==> src/rtl/instr_split_stage.sv <==
`default_nettype none
// ============================================================================
// Module   : instr_split_stage
// Brief    : Registered IF->ID stage with a 2-entry skid buffer; splits a MIPS
//            instruction word into its fields and precomputes pc_plus4.
// Revision : 1.0 - initial release
// ============================================================================
module instr_split_stage #(
    parameter int XLEN = 32
) (
    input  logic            clk,
    input  logic            rst,
    input  logic            flush,
    input  logic            in_valid,
    output logic            in_ready,
    input  logic [XLEN-1:0] in_instr,
    input  logic [XLEN-1:0] in_pc,
    output logic            out_valid,
    input  logic            out_ready,
    output logic [5:0]      op,
    output logic [4:0]      rs,
    output logic [4:0]      rt,
    output logic [4:0]      rd,
    output logic [4:0]      shamt,
    output logic [5:0]      funct,
    output logic [15:0]     imm16,
    output logic [XLEN-1:0] imm_sext,
    output logic [25:0]     target26,
    output logic [XLEN-1:0] pc_plus4,
    output logic [3:0]      pc_hi4,
    output logic [XLEN-1:0] instr_out
);

    localparam logic [XLEN-1:0] c_PC_INC = 4;

    logic            r_m_valid;
    logic [XLEN-1:0] r_m_instr;
    logic [XLEN-1:0] r_m_pc4;
    logic            r_s_valid;
    logic [XLEN-1:0] r_s_instr;
    logic [XLEN-1:0] r_s_pc4;
    logic            r_in_ready;

    logic            w_in_fire;
    logic            w_out_fire;
    logic [XLEN-1:0] w_in_pc4;
    logic            w_m_valid_nxt;
    logic            w_s_valid_nxt;
    logic            w_m_load_in;
    logic            w_m_load_s;
    logic            w_s_load;

    assign w_in_fire  = in_valid & r_in_ready;
    assign w_out_fire = r_m_valid & out_ready;
    assign w_in_pc4   = in_pc + c_PC_INC;

    // M always holds the oldest entry; S only fills while M is stalled.
    always_comb begin
        w_m_valid_nxt = r_m_valid;
        w_s_valid_nxt = r_s_valid;
        w_m_load_in   = 1'b0;
        w_m_load_s    = 1'b0;
        w_s_load      = 1'b0;
        if (flush) begin
            w_m_valid_nxt = 1'b0;
            w_s_valid_nxt = 1'b0;
        end else if (w_out_fire) begin
            if (r_s_valid) begin
                w_m_load_s    = 1'b1;
                w_s_valid_nxt = 1'b0;
            end else if (w_in_fire) begin
                w_m_load_in   = 1'b1;
            end else begin
                w_m_valid_nxt = 1'b0;
            end
        end else if (w_in_fire) begin
            if (r_m_valid) begin
                w_s_load      = 1'b1;
                w_s_valid_nxt = 1'b1;
            end else begin
                w_m_load_in   = 1'b1;
                w_m_valid_nxt = 1'b1;
            end
        end
    end

    always_ff @(posedge clk) begin
        if (rst) begin
            r_m_valid  <= 1'b0;
            r_m_instr  <= '0;
            r_m_pc4    <= '0;
            r_s_valid  <= 1'b0;
            r_s_instr  <= '0;
            r_s_pc4    <= '0;
            r_in_ready <= 1'b1;
        end else begin
            r_m_valid  <= w_m_valid_nxt;
            r_s_valid  <= w_s_valid_nxt;
            r_in_ready <= ~w_s_valid_nxt;
            if (w_m_load_in) begin
                r_m_instr <= in_instr;
                r_m_pc4   <= w_in_pc4;
            end else if (w_m_load_s) begin
                r_m_instr <= r_s_instr;
                r_m_pc4   <= r_s_pc4;
            end
            if (w_s_load) begin
                r_s_instr <= in_instr;
                r_s_pc4   <= w_in_pc4;
            end
        end
    end

    assign in_ready  = r_in_ready;
    assign out_valid = r_m_valid;
    assign op        = r_m_instr[31:26];
    assign rs        = r_m_instr[25:21];
    assign rt        = r_m_instr[20:16];
    assign rd        = r_m_instr[15:11];
    assign shamt     = r_m_instr[10:6];
    assign funct     = r_m_instr[5:0];
    assign imm16     = r_m_instr[15:0];
    assign imm_sext  = {{(XLEN-16){r_m_instr[15]}}, r_m_instr[15:0]};
    assign target26  = r_m_instr[25:0];
    assign pc_plus4  = r_m_pc4;
    assign pc_hi4    = r_m_pc4[XLEN-1:XLEN-4];
    assign instr_out = r_m_instr;

endmodule
`default_nettype wire

==> config.mk <==
export PLATFORM = sky130hd
export DESIGN_NAME = instr_split_stage
export DESIGN_NICKNAME = d
export VERILOG_FILES = /design/src/rtl/instr_split_stage.sv
export SDC_FILE = /design/constraint.sdc
export NUM_CORES = 1
export LEC_CHECK = 0
export BUFFER_PORTS_ARGS = -buffer_cell sky130_fd_sc_hd__buf_2
export CAP_MARGIN = 40
export CORE_MARGIN = 8
export CORE_UTILIZATION = 45
export CTS_CLUSTER_SIZE = 8
export DETAILED_ROUTE_END_ITERATION = 10
export PLACE_DENSITY = 0.76
export SLEW_MARGIN = 20
export SYNTH_ARGS = -nofsm -noshare
export SYNTH_HDL_FRONTEND = slang
export SYNTH_SLANG_ARGS = --single-unit
==> constraint.sdc <==
create_clock -name clk -period 2.15 [get_ports clk]
set_input_delay 0.215 -clock clk [delete_from_list [all_inputs] [get_ports clk]]
set_output_delay 0.215 -clock clk [all_outputs]
set_load 0.01 [all_outputs]
==> out/results.ini, run 1 <==
[status]
status=completed

[global_route]
overflow=0
grt_usage=0.195
grt_pass1_wl_mm=28.7
grt_max_degree=76
antenna_found_initial=0
first_global_vias=5523

[logic_synthesis]
synth_top_area_cell=dfxtp_1
ys_seq_elements=131
syn_area_sq_mm=0.00631
avgSynthCellArea_sq_um=8.07
yosysWarnings=0
synth_nets=852
ys_top_cells_by_area=dfxtp_1 (42%), buf_4 (13%), nand2_1 (8.5%), a21oi_1 (7.6%), a22oi_1 (5.6%)
yosysSeqAreaShare=0.416
ys_async_sr_fraction=0
yosys_most_used_dff=dfxtp_1
synth_top_area_frac=0.416
synth.distinct_cells=44
synth_edf_count=0
syn_inst=782

[worst_setup_path]
critical_path_class=reg -> reg
end_kind=register
regToRegEndpoint=instr_out[7]
reg2regPathDepth=5
reg2reg_from=out_valid
startpoint_type=register
critPathRequiredTime_ns=2.49
crit_arrival_ns=2.23
rrSetupSlack_ns=0.25
critPathMaxFanout=25

[clock_tree]
cts_tree=yes
cts_buffer_depth=2
post_cts_resized=0
htree_levels=4
clk_latency_ns=0.41
post_cts_buffers=0
numCtsBuffers=17
clock_sinks=131
cts_hold_buf=0
clk_pin_slew_ns=0.06
cts_root_buf=clkbuf_16

[place]
post-dp-hpwl_mm=12.0
gp_congestion=0.895
io_buffers=244

[routing]
wl_met1_mm=7.18
vias=5849
wl_mm=18.0
ant_nets=0
drc=0
vias_per_cell=5.37
wire_per_inst_um=16.6
dr_wl_met3_mm=1.65
top_layer=met4
first_pass_iters=5
drt_iter0_drc=450
wl_met2_mm=8.97

[die]
pin_count=245
die_h_um=134
coreArea_sq_mm=0.0138
num_rows=43
die_w_um=134
dieArea_sq_mm=0.0181
initial_core_util=0.458

[worst_hold_path]
hold_path_class=in -> reg
worstHoldStart=in_pc[2]
whs_path_depth=2
whs_endpoint=r_s_pc4[2]

[final_layout]
drive_gt1_frac=0.327
layout_commonest_cell=buf_2
syn_to_final_growth_pct=19.4
fin_nets=967
final_cell_mix=buf_2 (243), nand2_1 (143), dfxtp_1 (131), a21oi_1 (96), a22oi_1 (47)
nFillCells=1338
diodes=0

[run]
cap_violations=0

[timing]
finalClockSkew_ns=0.00730
final_hold_viol_count=0
worst_slew_pin_slew_ns=0.744
fin_crit_ns=1.90
fmax_ghz=0.527
maxSlewViolCount=0
slew_headroom=0.503
setup_viol=0
period_share=0.882
fin_setup_tns_ns=0
grt_setup_unrepaired=no

[power]
p_leak_nw=3.28
total_power_mw=6.24
power_density_mw_per_mm2=828
ir_drop_mv=0.512

cell type report:
cell class	instances	area [sq um]	area share
clock buffers	19	443	0.0588
clock inverters	13	184	0.0244
inverters	4	15.0	0.00199
multi-input cells	486	2640	0.351
flip-flops and latches	131	2620	0.348
well taps	180	225	0.0299
repair buffers	257	1400	0.185
per-layer routing:
metal / track usage / vias up
li1: - / 2853
met1: 0.227 / 2709
met2: 0.330 / 266
met3: 0.0587 / 21
met4: 0.0711 / 0
met5: 0 / -
cells in the mapped netlist, types with 2 or more instances:
master / number
xnor2_1: 7
o31a_1: 7
a31oi_1: 11
inv_1: 4
and3_1: 9
nand4_1: 11
nand2_1: 143
a21oi_1: 96
nand3_1: 21
buf_4: 111
o22ai_1: 8
a222oi_1: 2
nor3_1: 16
a22oi_1: 47
o21ai_0: 31
and4_1: 7
buf_6: 3
nor4_1: 8
dfxtp_1: 131
a21boi_0: 3
buf_2: 5
or3_1: 2
a211oi_1: 3
xor2_1: 10
nor2_1: 26
clkbuf_1: 40
and2_1: 3
worst max-delay path: stages, from the launching register on:
cell	delay, ns
dfxtp_1	0.39
and4b_2	0.32
nor2_4	0.60
buf_4	0.29
nand2_1	0.06
a21oi_1	0.14
worst max-delay path by stage:
stage | cells past startpoint | start | to | slack [ns]
floorplan | 6 | out_valid | pc_plus4[4] | 0.51
global placement | 5 | out_valid | instr_out[7] | 0.31
detailed placement | 5 | out_valid | instr_out[0] | 0.23
CTS | 5 | out_valid | instr_out[7] | 0.22
global route | 5 | out_valid | instr_out[6] | 0.08
finish | 5 | out_valid | instr_out[7] | 0.25
registers in the layout, indices dropped and copies added, names as in the netlist:
| register | cells |
|---|---|
| out_valid | 1 |
| r_s_instr | 32 |
| r_s_pc4 | 32 |
| pc_plus4 | 32 |
| r_s_valid | 1 |
| in_ready | 1 |
| instr_out | 32 |
cell families after synthesis:
| logic type | synth area share |
|---|---|
| compound gates | 0.205 |
| fa+ha+maj | 0.00198 |
| buf+inv | 0.170 |
| simple gates | 0.184 |
| flops | 0.416 |
| xor+xnor | 0.0236 |
report_power, final:
group	internal [mW]	switching, mW
sequential	2.50	0.0577
clock	1.97	1.08
combinational	0.249	0.381
per-stage QoR:
stage	util	setup slack [ns]	cell area [sq um]	std cells	hold WS, ns
finish	0.547	0.254	7530	1090	0.0398
global route	0.547	0.0784	7530	1090	0.0298
CTS	0.547	0.224	7530	1090	0.0226
detailed placement	0.501	0.228	6900	1058	0.447
global placement	0.501	0.305	6900	1058	0.442
floorplan	-	0.512	6310	782	0.293
Note: power is estimated with default switching activity, not from simulation.
==> run 2, diff against run 1 <==
--- a/config.mk
+++ b/config.mk
@@ -8,5 +8,5 @@
 export BUFFER_PORTS_ARGS = -buffer_cell sky130_fd_sc_hd__buf_2
 export CAP_MARGIN = 40
-export CORE_MARGIN = 8
+export CORE_MARGIN = 1.5
 export CORE_UTILIZATION = 45
 export CTS_CLUSTER_SIZE = 8
==> constraint.sdc (replaced) <==
create_clock -name clk -period 2.15 [get_ports clk]
set_input_delay 0 -clock clk [delete_from_list [all_inputs] [get_ports clk]]
set_output_delay 0 -clock clk [all_outputs]
set_load 0.01 [all_outputs]
==> out/results.ini, run 2 (synthesis gave the netlist of run 1 again) <==
[place]
post-dp-hpwl_mm=10.8  ; was 12.0 mm
pre_cts_slack_ns=0.373  ; was 0.228 ns
io_buffers=244  ; unchanged
gp_congestion=0.836  ; was 0.895

[timing]
fin_crit_ns=1.93  ; was 1.90 ns
fin_setup_tns_ns=0  ; unchanged
final_hold_viol_count=0  ; unchanged
fin_ws_ns=0.223  ; was 0.254 ns
fmax_ghz=0.519  ; was 0.527 GHz
worst_slew_pin_slew_ns=0.588  ; was 0.744 ns
period_share=0.896  ; was 0.882
grt_setup_unrepaired=no  ; unchanged
setup_viol=0  ; unchanged
finalClockSkew_ns=0.00679  ; was 0.00730 ns
maxSlewViolCount=0  ; unchanged
slew_headroom=0.608  ; was 0.503

[final_layout]
fin_nets=1023  ; was 967
drive_gt1_frac=0.308  ; was 0.327
syn_to_final_growth_pct=26.3  ; was 19.4%
layout_commonest_cell=buf_2  ; unchanged
final_cell_mix=buf_2 (243), nand2_1 (143), dfxtp_1 (131), a21oi_1 (96), dlygate4sd3_1 (54)  ; was buf_2 (243), nand2_1 (143), dfxtp_1 (131), a21oi_1 (96), a22oi_1 (47)
diodes=0  ; unchanged

[power]
ir_drop_mv=0.535  ; was 0.512 mV
p_leak_nw=3.48  ; was 3.28 nW
power_density_mw_per_mm2=741  ; was 828 mW/mm^2

[clock_tree]
cts_tree=yes  ; unchanged
clk_pin_slew_ns=0.05  ; was 0.06 ns
post_cts_resized=0  ; unchanged
post_cts_buffers=0  ; unchanged
cts_buffer_depth=2  ; unchanged
htree_levels=4  ; unchanged
clock_sinks=131  ; unchanged
clk_latency_ns=0.41  ; about the same
cts_root_buf=clkbuf_16  ; unchanged
numCtsBuffers=17  ; unchanged

[die]
dieArea_sq_mm=0.0147  ; was 0.0181 sq mm
num_rows=43  ; unchanged
coreArea_sq_mm=0.0138  ; unchanged
initial_core_util=0.458  ; unchanged
die_h_um=121  ; was 134 um
pin_count=245  ; unchanged
die_w_um=121  ; was 134 um

[worst_hold_path]
hold_path_class=in -> reg  ; unchanged
whs_endpoint=r_s_pc4[8]  ; was r_s_pc4[2]
worstHoldStart=in_pc[8]  ; was in_pc[2]
whs_path_depth=4  ; was 2

[global_route]
grt_usage=0.222  ; was 0.195
first_global_vias=5249  ; was 5523
overflow=0  ; unchanged
grt_pass1_wl_mm=25.7  ; was 28.7 mm
grt_max_degree=76  ; unchanged
antenna_found_initial=0  ; unchanged

[worst_setup_path]
reg2reg_from=r_s_valid  ; was out_valid
worstPathCellList=dlygate4sd3_1, buf_2, and4_1, nand4_1, nor4_1, o21ai_0, a31oi_1  ; was and4b_2, nor2_4, buf_4, nand2_1, a21oi_1
crit_arrival_ns=2.26  ; was 2.23 ns
critical_path_class=in -> reg  ; was reg -> reg
crit_buf_inv=2  ; was 1
startpoint_type=input port  ; was register
reg2regPathDepth=6  ; was 5
regToRegEndpoint=pc_plus4[30]  ; was instr_out[7]
critPathRequiredTime_ns=2.49  ; about the same
crit_slowest_cell=dlygate4sd3_1  ; was nor2_4
critPathMaxFanout=10  ; was 25
crit_family=simple AND/OR/NAND/NOR gates  ; unchanged
end_kind=register  ; unchanged
rrSetupSlack_ns=0.35  ; was 0.25 ns
slowest_delay_ns=0.52  ; was 0.60 ns

[routing]
first_pass_iters=5  ; unchanged
ant_nets=0  ; unchanged
wl_mm=16.8  ; was 18.0 mm
drt_iter0_drc=469  ; was 450
wire_per_inst_um=14.7  ; was 16.6 um
vias_per_cell=5.22  ; was 5.37
vias=5972  ; was 5849
drc=0  ; unchanged

[run]
cap_violations=0  ; unchanged

[status]
status=completed  ; unchanged

-- run 2: changes by cell type in the layout (fill, tap and decap cells not counted) --
cell | previous run | this run
buf_12 | 6 | 3
dlygate4sd3_1 | 0 | 54
clkinvlp_4 | 3 | 1
bufinv_16 | 4 | 0
clkbuf_8 | 1 | 7
buf_4 | 8 | 13
clkinv_4 | 3 | 0
-- run 2: worst max path at each step --
stage / startpoint / end / depth (start not counted)
floorplan: out_valid / pc_plus4[4] / 6
global placement: r_s_valid / pc_plus4[30] / 6
detailed placement: r_s_valid / pc_plus4[30] / 6
CTS: r_s_valid / pc_plus4[30] / 6
global route: in_pc[2] / pc_plus4[29] / 7
finish: in_pc[2] / pc_plus4[29] / 7
-- run 2: area by class of cell --
class	count	area, sq um
clock buffers	25	526
clock inverters	4	22.5
fillers	1248	5810
inverters	4	15.0
multi-input cells	486	2640
flip-flops and latches	131	2620
well taps	180	225
repair buffers	313	1910
-- run 2: where the power goes --
group          internal [mW]  total [mW]  switching, mW
logic                  0.309       0.696          0.387
registers               2.50        2.56         0.0573
clock network           1.66        2.65          0.989
total                   4.47        5.91           1.43
-- run 2: worst min-delay path, cell delays in order --
cell and delay (ns):
buf_2 0.16, xnor2_1 0.10, nand2_1 0.06, a21oi_1 0.05
-- run 2: metal layers --
layer  vias to the layer above  GRT usage  wire, um  share of wire
met4                         0     0.0912       360          0.021
met2                       253      0.380      8230           0.49
met1                      2718      0.272      7240           0.43
met3                        31     0.0456       962          0.057
li1                       2970          -         -              -
met5                         -          0         0              0
-- run 2: through the flow --
step                      area (sq um)  instances  hold WS [ns]  total power, mW  utilization
after floorplan                   6310        782        0.0785             3.03            -
after global placement            6880       1060         0.253             3.22        0.499
after detailed placement          6880       1060         0.260             3.22        0.499
after CTS                         7970       1143       0.00693             5.95        0.578
after global routing              7970       1143        0.0398             6.15        0.578
final                             7970       1143        0.0155             5.91        0.578
-- run 2: what timing repair did --
item / in CTS / in global routing
hold buffers: 54 / 0
endpoints found under the hold margin: 98 / 0
endpoints found under the setup margin: 0 / 0
==> run 3, diff against run 2 <==
- clock period: 2.15 -> 2 ns (I/O delays scaled with it)
==> out/results.ini, run 3 (synthesis gave the netlist of run 1 again) <==
[status]
status=completed  ; unchanged

[die]
dieArea_sq_mm=0.0147  ; unchanged
coreArea_sq_mm=0.0138  ; unchanged
initial_core_util=0.458  ; unchanged
pin_count=245  ; unchanged
die_w_um=121  ; unchanged
num_rows=43  ; unchanged
die_h_um=121  ; unchanged

[clock_tree]
clk_latency_ns=0.41  ; about the same
numCtsBuffers=17  ; unchanged
post_cts_buffers=0  ; unchanged
cts_tree=yes  ; unchanged
clock_sinks=131  ; unchanged
htree_levels=4  ; unchanged
clk_pin_slew_ns=0.05  ; about the same
cts_buffer_depth=2  ; unchanged
cts_root_buf=clkbuf_16  ; unchanged

[global_route]
grt_pass1_wl_mm=25.4  ; was 25.7 mm
use_met3=0.0493  ; was 0.0456
overflow=0  ; unchanged
grt_max_degree=76  ; unchanged
gr-max-usage-layer=met2  ; unchanged
grt_usage=0.220  ; was 0.222
met1_usage=0.269  ; was 0.272
first_global_vias=5220  ; was 5249
antenna_found_initial=0  ; unchanged
grt_use_met2=0.370  ; was 0.380

[worst_setup_path]
critPathMaxFanout=10  ; unchanged
end_kind=register  ; unchanged
critPathRequiredTime_ns=2.27  ; was 2.49 ns
startpoint_type=input port  ; unchanged
crit_arrival_ns=2.10  ; was 2.26 ns
critical_path_class=in -> reg  ; unchanged

[worst_hold_path]
hold_path_class=in -> reg  ; unchanged

[timing]
grt_setup_unrepaired=no  ; unchanged
worst_slew_pin_slew_ns=0.743  ; was 0.588 ns
final_hold_viol_count=0  ; unchanged
slew_headroom=0.504  ; was 0.608
setup_viol=0  ; unchanged
fin_setup_tns_ns=0  ; unchanged
maxSlewViolCount=0  ; unchanged
finalClockSkew_ns=0.00460  ; was 0.00679 ns
fmax_ghz=0.546
fin_crit_ns=1.83
period_share=0.916

[place]
placed_area_sq_mm=0.00689  ; was 0.00688 sq mm
dp.cells=1058  ; was 1060
io_buffers=244  ; unchanged
gp_congestion=0.827  ; was 0.836
post-dp-hpwl_mm=10.5  ; was 10.8 mm

[routing]
ant_nets=0  ; unchanged
wire_per_inst_um=14.7  ; about the same
wl_mm=16.8  ; about the same
drt_iter0_drc=393  ; was 469
vias=6014  ; was 5972
first_pass_iters=4  ; was 5
vias_per_cell=5.27  ; was 5.22
drc=0  ; unchanged

[final_layout]
final_area_sq_mm=0.00799  ; was 0.00797 sq mm
stdcell_count=1141  ; was 1143
utilization=0.580  ; was 0.578
layout_commonest_cell=buf_2  ; unchanged
syn_to_final_growth_pct=26.7  ; was 26.3%
final_cell_mix=buf_2 (243), nand2_1 (143), dfxtp_1 (131), a21oi_1 (96), dlygate4sd3_1 (54)  ; unchanged
drive_gt1_frac=0.306  ; was 0.308
fin_nets=1021  ; was 1023
diodes=0  ; unchanged

[run]
cap_violations=0  ; unchanged

[power]
ir_drop_mv=0.548  ; was 0.535 mV
total_power_mw=6.46  ; was 5.91 mW
power_density_mw_per_mm2=808  ; was 741 mW/mm^2
p_leak_nw=3.47  ; was 3.48 nW

## run 3: cell types whose count changed in the layout (fill, tap and decap cells not counted)
cell,before,now
bufinv_16,0,1
clkinv_2,3,2
buf_12,3,5
buf_4,13,9
clkbuf_1,1,2
clkbuf_8,7,6
## run 3: area by class of cell
class | instances | area, sq um
Inverter | 4 | 15.0
Tap cell | 180 | 225
Fill cell | 1267 | 5780
Timing Repair Buffer | 311 | 1920
Sequential cell | 131 | 2620
Multi-Input combinational cell | 486 | 2640
Clock inverter | 4 | 47.5
Clock buffer | 25 | 515
## run 3: repair_timing
item	in CTS	in global routing
hold endpoints to repair	97	0
gates resized for setup	0	0
hold buffers	54	0
## run 3: stage by stage
step | worst slack [ns] | hold WS [ns]
final | 0.168 | 0.0240
after global routing | 0.0285 | 0.0401
after CTS | 0.207 | 0.00750
after detailed placement | 0.239 | 0.258
after global placement | 0.273 | 0.254
after floorplan | 0.362 | 0.0785
## run 3: worst paths after layout
kind | cells past startpoint | start | slack (ns) | to
max reg2reg | 5 | out_valid | 0.23 | instr_out[6]
min | 4 | in_pc[3] | 0.02 | r_s_pc4[3]
min reg2reg | 2 | r_s_instr[28] | 0.45 | r_s_instr[28]
max | 7 | in_pc[4] | 0.17 | pc_plus4[31]
## run 3: power breakdown
| group | total [mW] | switching (mW) | internal, mW |
|---|---|---|---|
| clock | 2.96 | 1.08 | 1.88 |
| sequential | 2.75 | 0.0621 | 2.69 |
| combinational | 0.749 | 0.415 | 0.334 |
## run 3: metal layers
metal / up-vias / share of wire
li1: 2974 / -
met1: 2761 / 0.43
met2: 249 / 0.49
met3: 30 / 0.061
met4: 0 / 0.022
met5: - / 0
## run 3: worst max-delay path, stage by stage
cell and delay, ns:
dlygate4sd3_1 0.53, buf_2 0.16, and4_1 0.30, nand4_1 0.40, o31a_1 0.44, o21ai_0 0.17
a31oi_1 0.10
